==> src/rtl/fifo_pop_stream.sv <==
// Pop-side reader for a flopped single-push/single-pop FIFO. It drains the FIFO head
// into a main+skid pair and presents the entries as a registered valid/ready stream.
module fifo_pop_stream #(
    parameter int unsigned DWIDTH = 32
) (
    input  logic              clk,
    input  logic              rst_n,
    input  logic [DWIDTH-1:0] fifo_outData,
    input  logic              fifo_empty,
    output logic              single_pop,
    input  logic              flush,
    output logic              m_valid,
    input  logic              m_ready,
    output logic [DWIDTH-1:0] m_data,
    output logic [1:0]        occupancy,
    output logic              idle
);

    typedef enum logic [1:0] {
        ST_EMPTY = 2'd0,
        ST_ONE   = 2'd1,
        ST_TWO   = 2'd2
    } state_t;

    state_t            r_state;
    logic [DWIDTH-1:0] r_skid;
    logic              w_pop;
    logic              w_deq;

    // Pop decision never looks at m_ready, so the consumer has no path into the FIFO.
    assign w_pop      = rst_n & ~fifo_empty & ~flush & (r_state != ST_TWO);
    assign w_deq      = m_valid & m_ready;
    assign single_pop = w_pop;
    assign idle       = (occupancy == 2'd0) & fifo_empty;

    // m_data is the main register; r_skid holds the younger entry in ST_TWO.
    always_ff @(posedge clk) begin
        if (!rst_n) begin
            r_state   <= ST_EMPTY;
            m_valid   <= 1'b0;
            m_data    <= '0;
            r_skid    <= '0;
            occupancy <= 2'd0;
        end else if (flush) begin
            r_state   <= ST_EMPTY;
            m_valid   <= 1'b0;
            occupancy <= 2'd0;
        end else begin
            case (r_state)
                ST_EMPTY: begin
                    if (w_pop) begin
                        r_state   <= ST_ONE;
                        m_data    <= fifo_outData;
                        m_valid   <= 1'b1;
                        occupancy <= 2'd1;
                    end
                end
                ST_ONE: begin
                    if (w_pop && w_deq) begin
                        m_data <= fifo_outData;
                    end else if (w_pop) begin
                        r_state   <= ST_TWO;
                        r_skid    <= fifo_outData;
                        occupancy <= 2'd2;
                    end else if (w_deq) begin
                        r_state   <= ST_EMPTY;
                        m_valid   <= 1'b0;
                        occupancy <= 2'd0;
                    end
                end
                ST_TWO: begin
                    if (w_deq) begin
                        r_state   <= ST_ONE;
                        m_data    <= r_skid;
                        occupancy <= 2'd1;
                    end
                end
                default: begin
                    r_state   <= ST_EMPTY;
                    m_valid   <= 1'b0;
                    occupancy <= 2'd0;
                end
            endcase
        end
    end

`ifdef ASSERT_ON
    a_no_underflow: assert property (@(posedge clk) !(single_pop && fifo_empty));
    a_stable_stall: assert property (@(posedge clk) disable iff (!rst_n)
        (m_valid && !m_ready && !flush) |=> $stable(m_data));
`endif

endmodule

==> config.mk <==
export PLATFORM = sky130hd
export DESIGN_NAME = fifo_pop_stream
export DESIGN_NICKNAME = d
export VERILOG_FILES = /design/src/rtl/fifo_pop_stream.sv
export SDC_FILE = /design/constraint.sdc
export NUM_CORES = 1
export LEC_CHECK = 0
export ABC_AREA = 1
export CAP_MARGIN = 5
export CORE_MARGIN = 4
export CORE_UTILIZATION = 54
export CTS_CLUSTER_SIZE = 14
export DETAILED_ROUTE_END_ITERATION = 10
export PLACE_DENSITY = 0.92
export SLEW_MARGIN = 20
export SYNTH_ARGS = -nofsm -noshare
export SYNTH_HDL_FRONTEND = slang
export SYNTH_SLANG_ARGS = --single-unit
==> constraint.sdc <==
create_clock -name clk -period 2.43 [get_ports clk]
set_input_delay 0.486 -clock clk [delete_from_list [all_inputs] [get_ports clk]]
set_output_delay 0.486 -clock clk [all_outputs]
set_load 0.01 [all_outputs]
---- After elaboration in Yosys (flattened, before gate mapping) ----
Index checks and enable logic that the tools add are counted.
storage, ports and cells
  register bits ........................... 67
  input port bits ......................... 37
  output and inout bits ................... 37
  word-level logic and storage cells ...... 47
operators by class
  equal/unequal tests ..................... 10
  muxes and demuxes ....................... 15
  bitwise gates (word level) .............. 10
  reduce and logical (&&, ||, !) cells .... 8
operators by type and width
  kind                  count
  $mux W32              3
  $pmux W32 S3          1
  $ne A2 B2 Y1 const B  7
  $mux W2               5
  $reduce_and A5 Y1     2
  $reduce_and A4 Y1     2
  $pmux W2 S3           1
  $and A1 B1 Y1         5
  $not A1 Y1            5
  $mux W1               4
  $ne A3 B3 Y1 const B  1
  $pmux W1 S3           1
  $reduce_bool A3 Y1    1
  $eq A2 B1 Y1 const B  1
  $eq A2 B2 Y1 const B  1
  $logic_not A2 Y1      1
  $reduce_or A2 Y1      1
  $logic_and A1 B1 Y1   1

---- Logic depth before layout (Yosys ltp) ----
Gate-level depths: netlist of run 1.
  depth in word-level cells ............... 7
  mapped depth ............................ 9
  mapped depth without buffers ............ 8

---- Worst setup path after synthesis of run 1 ----
No wires, ideal clock.
  path kind ............................... register to output
  start ................................... reg r_state[0]
  end ..................................... out single_pop
  arrival ................................. 0.958 ns
  required time ........................... 1.944 ns
  setup slack ............................. 0.986 ns
  stages on the path, launching flop included .. 6
  path through ............................ dfxtp_1 inv_2 nand2_1 clkbuf_1 nand2_1 inv_1
between the ends
  cells in the longest elaborated chain, start to end .. 2
ends and longest elaborated chain
  what                      line  RTL
  start: declaration        25    state_t r_state;
  start signal: assignment  39    r_state <= ST_EMPTY;
  start signal: assignment  45    r_state <= ST_EMPTY;
  start signal: assignment  52    r_state <= ST_ONE;
  $ne A2 B2 Y1              31    assign w_pop = rst_n & ~fifo_empty & ~flush & (r_state != ST_TWO);
  $and A1 B1 Y1             31
  end: declaration          10    output logic single_pop,
Every way passes these cells.

---- Worst setup path in the final report of run 1 ----
  start ................................... in flush
  end ..................................... out single_pop
between the ends
  cells in the longest elaborated chain, start to end .. 3
ends and longest elaborated chain
  what                         line  RTL
  start: declaration           11    input logic flush,
  $not A1 Y1 (no source line)  --
  $and A1 B1 Y1 (2 in a row)   31
Every way passes these cells.

==> results.yml, run 1 <==
layout:
  final_cell_area_sq_mm: 0.00405
  syn2layout_area_growth_pct: 29.0
  drive_above_1_share_pct: 4.81
  num_antenna_cells: 0
  nNetsFinal: 614
  fillerInstances: 456
yosys:
  synth_top_cell_area_share_pct: 42.7
  synth.area.top_cells: "dfxtp_1 43%, nand2_1 21%, nor2_1 16%"
  yosysUniqueCellTypes: 17
  ys_async_sr_fraction_pct: 0
  yosysWarnings: 0
  ys_seq_elements: 67
  yosysMostFrequentCell: "nand2_1"
  syn_nets: 552
  synth_commonest_cells: "176 x nand2_1, 131 x nor2_1, 69 x inv_1, 67 x dfxtp_1, 19 x o21ai_0"
  yosys.area.top_type: "dfxtp_1"
  ys.flop_type: "dfxtp_1"
  synthesis.area_sq_mm: 0.00314
  synth-seq-area-share_pct: 42.7
  synth_edf_count: 0
  syn_inst: 515
  syn_avg_cell_area_sq_um: 6.10
power:
  power.density_mw_per_mm2: 564
  ir_worst_vdd_mv: 0.424
  leakage_nw: 2.13
place:
  place_congestion: 0.765
  place_area_sq_mm: 0.00386
  dp.final_hpwl_mm: 4.59
  io_buffers: 73
timing:
  rsz0062_at_grt: "false"
  worst_clock_skew_ps: 9.69
  clock.fmax_mhz: 442
  maxSlewViolCount: 0
  hold_violations: 0
  fin_tns_setup_ps: 0
  setup-violations-final: 0
  fin_crit_sh_pct: 93.0
  min_period_ps: 2260
  worstMarginPinSlew_ps: 654
  relSlewSlack_pct: 56.4
die:
  fp.coreArea_sq_mm: 0.00557
  die_area_sq_mm: 0.00710
  io_pins: 74
  initial_core_util_pct: 56.3
  fp.dieH_microns: 84.3
  die_w_microns: 84.3
  rows: 27
detailed_routing:
  vias: 3090
  post_drt_wl_per_cell_microns: 11.0
  ant_nets: 0
  drt_first_pass_iters: 4
  drc: 0
  first_iter_violations: 172
  routed_wl_mm: 7.16
  viasPerCell: 4.72
clocking:
  tritoncts: "yes"
  hold_buffers: 0
  cts_buffers: 9
  cts-resized-gates: 0
  cts_sinks: 67
  clkTransAtPathRegs_ps: 70
  cts_buffer_depth: 2
  h-tree-depth: 3
  postCtsSetupBuffers: 0
  clk_latency_ps: 330
  cts_root_buffer: "clkbuf_8"
worst_hold_path:
  hold_path_end: "m_valid$_SDFFE_PP0P_"
  hold_depth: 2
  min_path_type: "flop to flop"
  hp-start: "m_valid$_SDFFE_PP0P_"
setup_path:
  startpoint_type: "primary input"
  ff2ff_setup_slack_ps: 790
  cp_max_fo: 3
  r2r_cells: 8
  cp-end-kind: "primary output"
  r2r_end: "r_skid[23]$_SDFFE_PN0P_"
  worst-setup-path-type: "primary input to primary output"
  r2r-start: "r_state[0]$_SDFFE_PP0P_"
  critPathRequiredTime_ps: 1940
  worstPathArrival_ps: 1770
job:
  maxCapViolations: 0
global_routing:
  gr-usage-all-layers_pct: 21.6
  grt_pass1_vias: 3137
  grt_max_degree: 66
  antenna_found_initial: 0
  overflow: 0
  grt_pass1_wl_mm: 12.7
outcome:
  outcome: "finished, final reports clean"
sequential cells by signal (all words and copies together) (netlist names):
| register | flops |
|---|---|
| r_skid | 32 |
| m_data | 32 |
| m_valid | 1 |
| r_state | 2 |
metal layers:
layer | vias up | GRT usage (%) | share of wire (%)
li1 | 1617 | - | -
met1 | 1384 | 22.7 | 42
met2 | 78 | 41.4 | 52
met3 | 11 | 5.40 | 5.1
met4 | 0 | 7.16 | 1.5
met5 | - | 0 | 0
power by group:
part,switching (W),internal (W)
clock network,0.000398,0.000503
registers,0.0000131,0.00112
logic,0.000119,0.000129
total,0.000530,0.00176
placed cells by master, fill, tap and decap left out:
cell type,count
a21oi_1,2
o21ai_1,13
bufinv_16,1
buf_2,1
inv_2,4
nand2_4,1
o21ai_0,19
nand2_2,1
inv_1,69
nor2_2,2
clkbuf_8,10
nor2_1,131
clkinv_2,1
clkdlybuf4s50_1,72
clkbuf_1,4
nor2_4,1
buf_4,3
buf_12,1
nand3_2,2
dfxtp_1,67
nand2_1,175
nand3_1,2
critical path: stages:
cell and delay [ps]:
clkdlybuf4s50_1 410, inv_2 90, nand3_2 80, inv_1 70, nand2_1 60, inv_1 50
clkdlybuf4s50_1 520
area by class of cell:
class	instances	area (sq um)	area share, %
clock buffer	14	153	3.77
clock inverter	2	35.0	0.865
inverter	73	274	6.76
multi-input combinational	349	1390	34.3
sequential	67	1340	33.1
tap	72	90.1	2.22
timing repair buffer	77	768	19.0
stage by stage:
step | total power [W] | hold slack [ps] | std cells | setup WS, ps | util [%]
floorplan | 0.00127 | 489 | 515 | 986 | -
global placement | 0.00140 | 478 | 638 | 183 | 69.3
detailed placement | 0.00141 | 480 | 638 | 165 | 69.3
CTS | 0.00230 | 498 | 654 | 164 | 72.7
global route | 0.00238 | 523 | 654 | 89.7 | 72.7
finish | 0.00229 | 497 | 654 | 170 | 72.7
cells by family (layout without fill, tap and decap cells):
logic type             count (synthesis)  after routing  synth area share (%)
AO/OA/AOI/OAI                         34             34                  5.42
flip-flops                            67             67                  42.7
AND/OR/NAND/NOR                      315            315                  38.8
buffers and inverters                 99            166                  13.1
how the worst max path moves through the flow:
stage / startpoint / end / slack [ps]
after floorplan: r_state[0]$_SDFFE_PP0P_ / single_pop / 990
after global placement: flush / single_pop / 180
after detailed placement: flush / single_pop / 170
after CTS: flush / single_pop / 160
after global routing: flush / single_pop / 90
final: flush / single_pop / 170
Note: power is estimated with default switching activity, not from simulation.
==> run 2, diff against run 1 <==
--- a/config.mk
+++ b/config.mk
@@ -6,6 +6,7 @@
 export NUM_CORES = 1
 export LEC_CHECK = 0
 export ABC_AREA = 1
+export ABC_CLOCK_PERIOD_IN_PS = 2430
 export CAP_MARGIN = 5
 export CORE_MARGIN = 4
 export CORE_UTILIZATION = 54
==> results of run 2 <==
Final layout, timing and power as in run 1 (identical DEF).
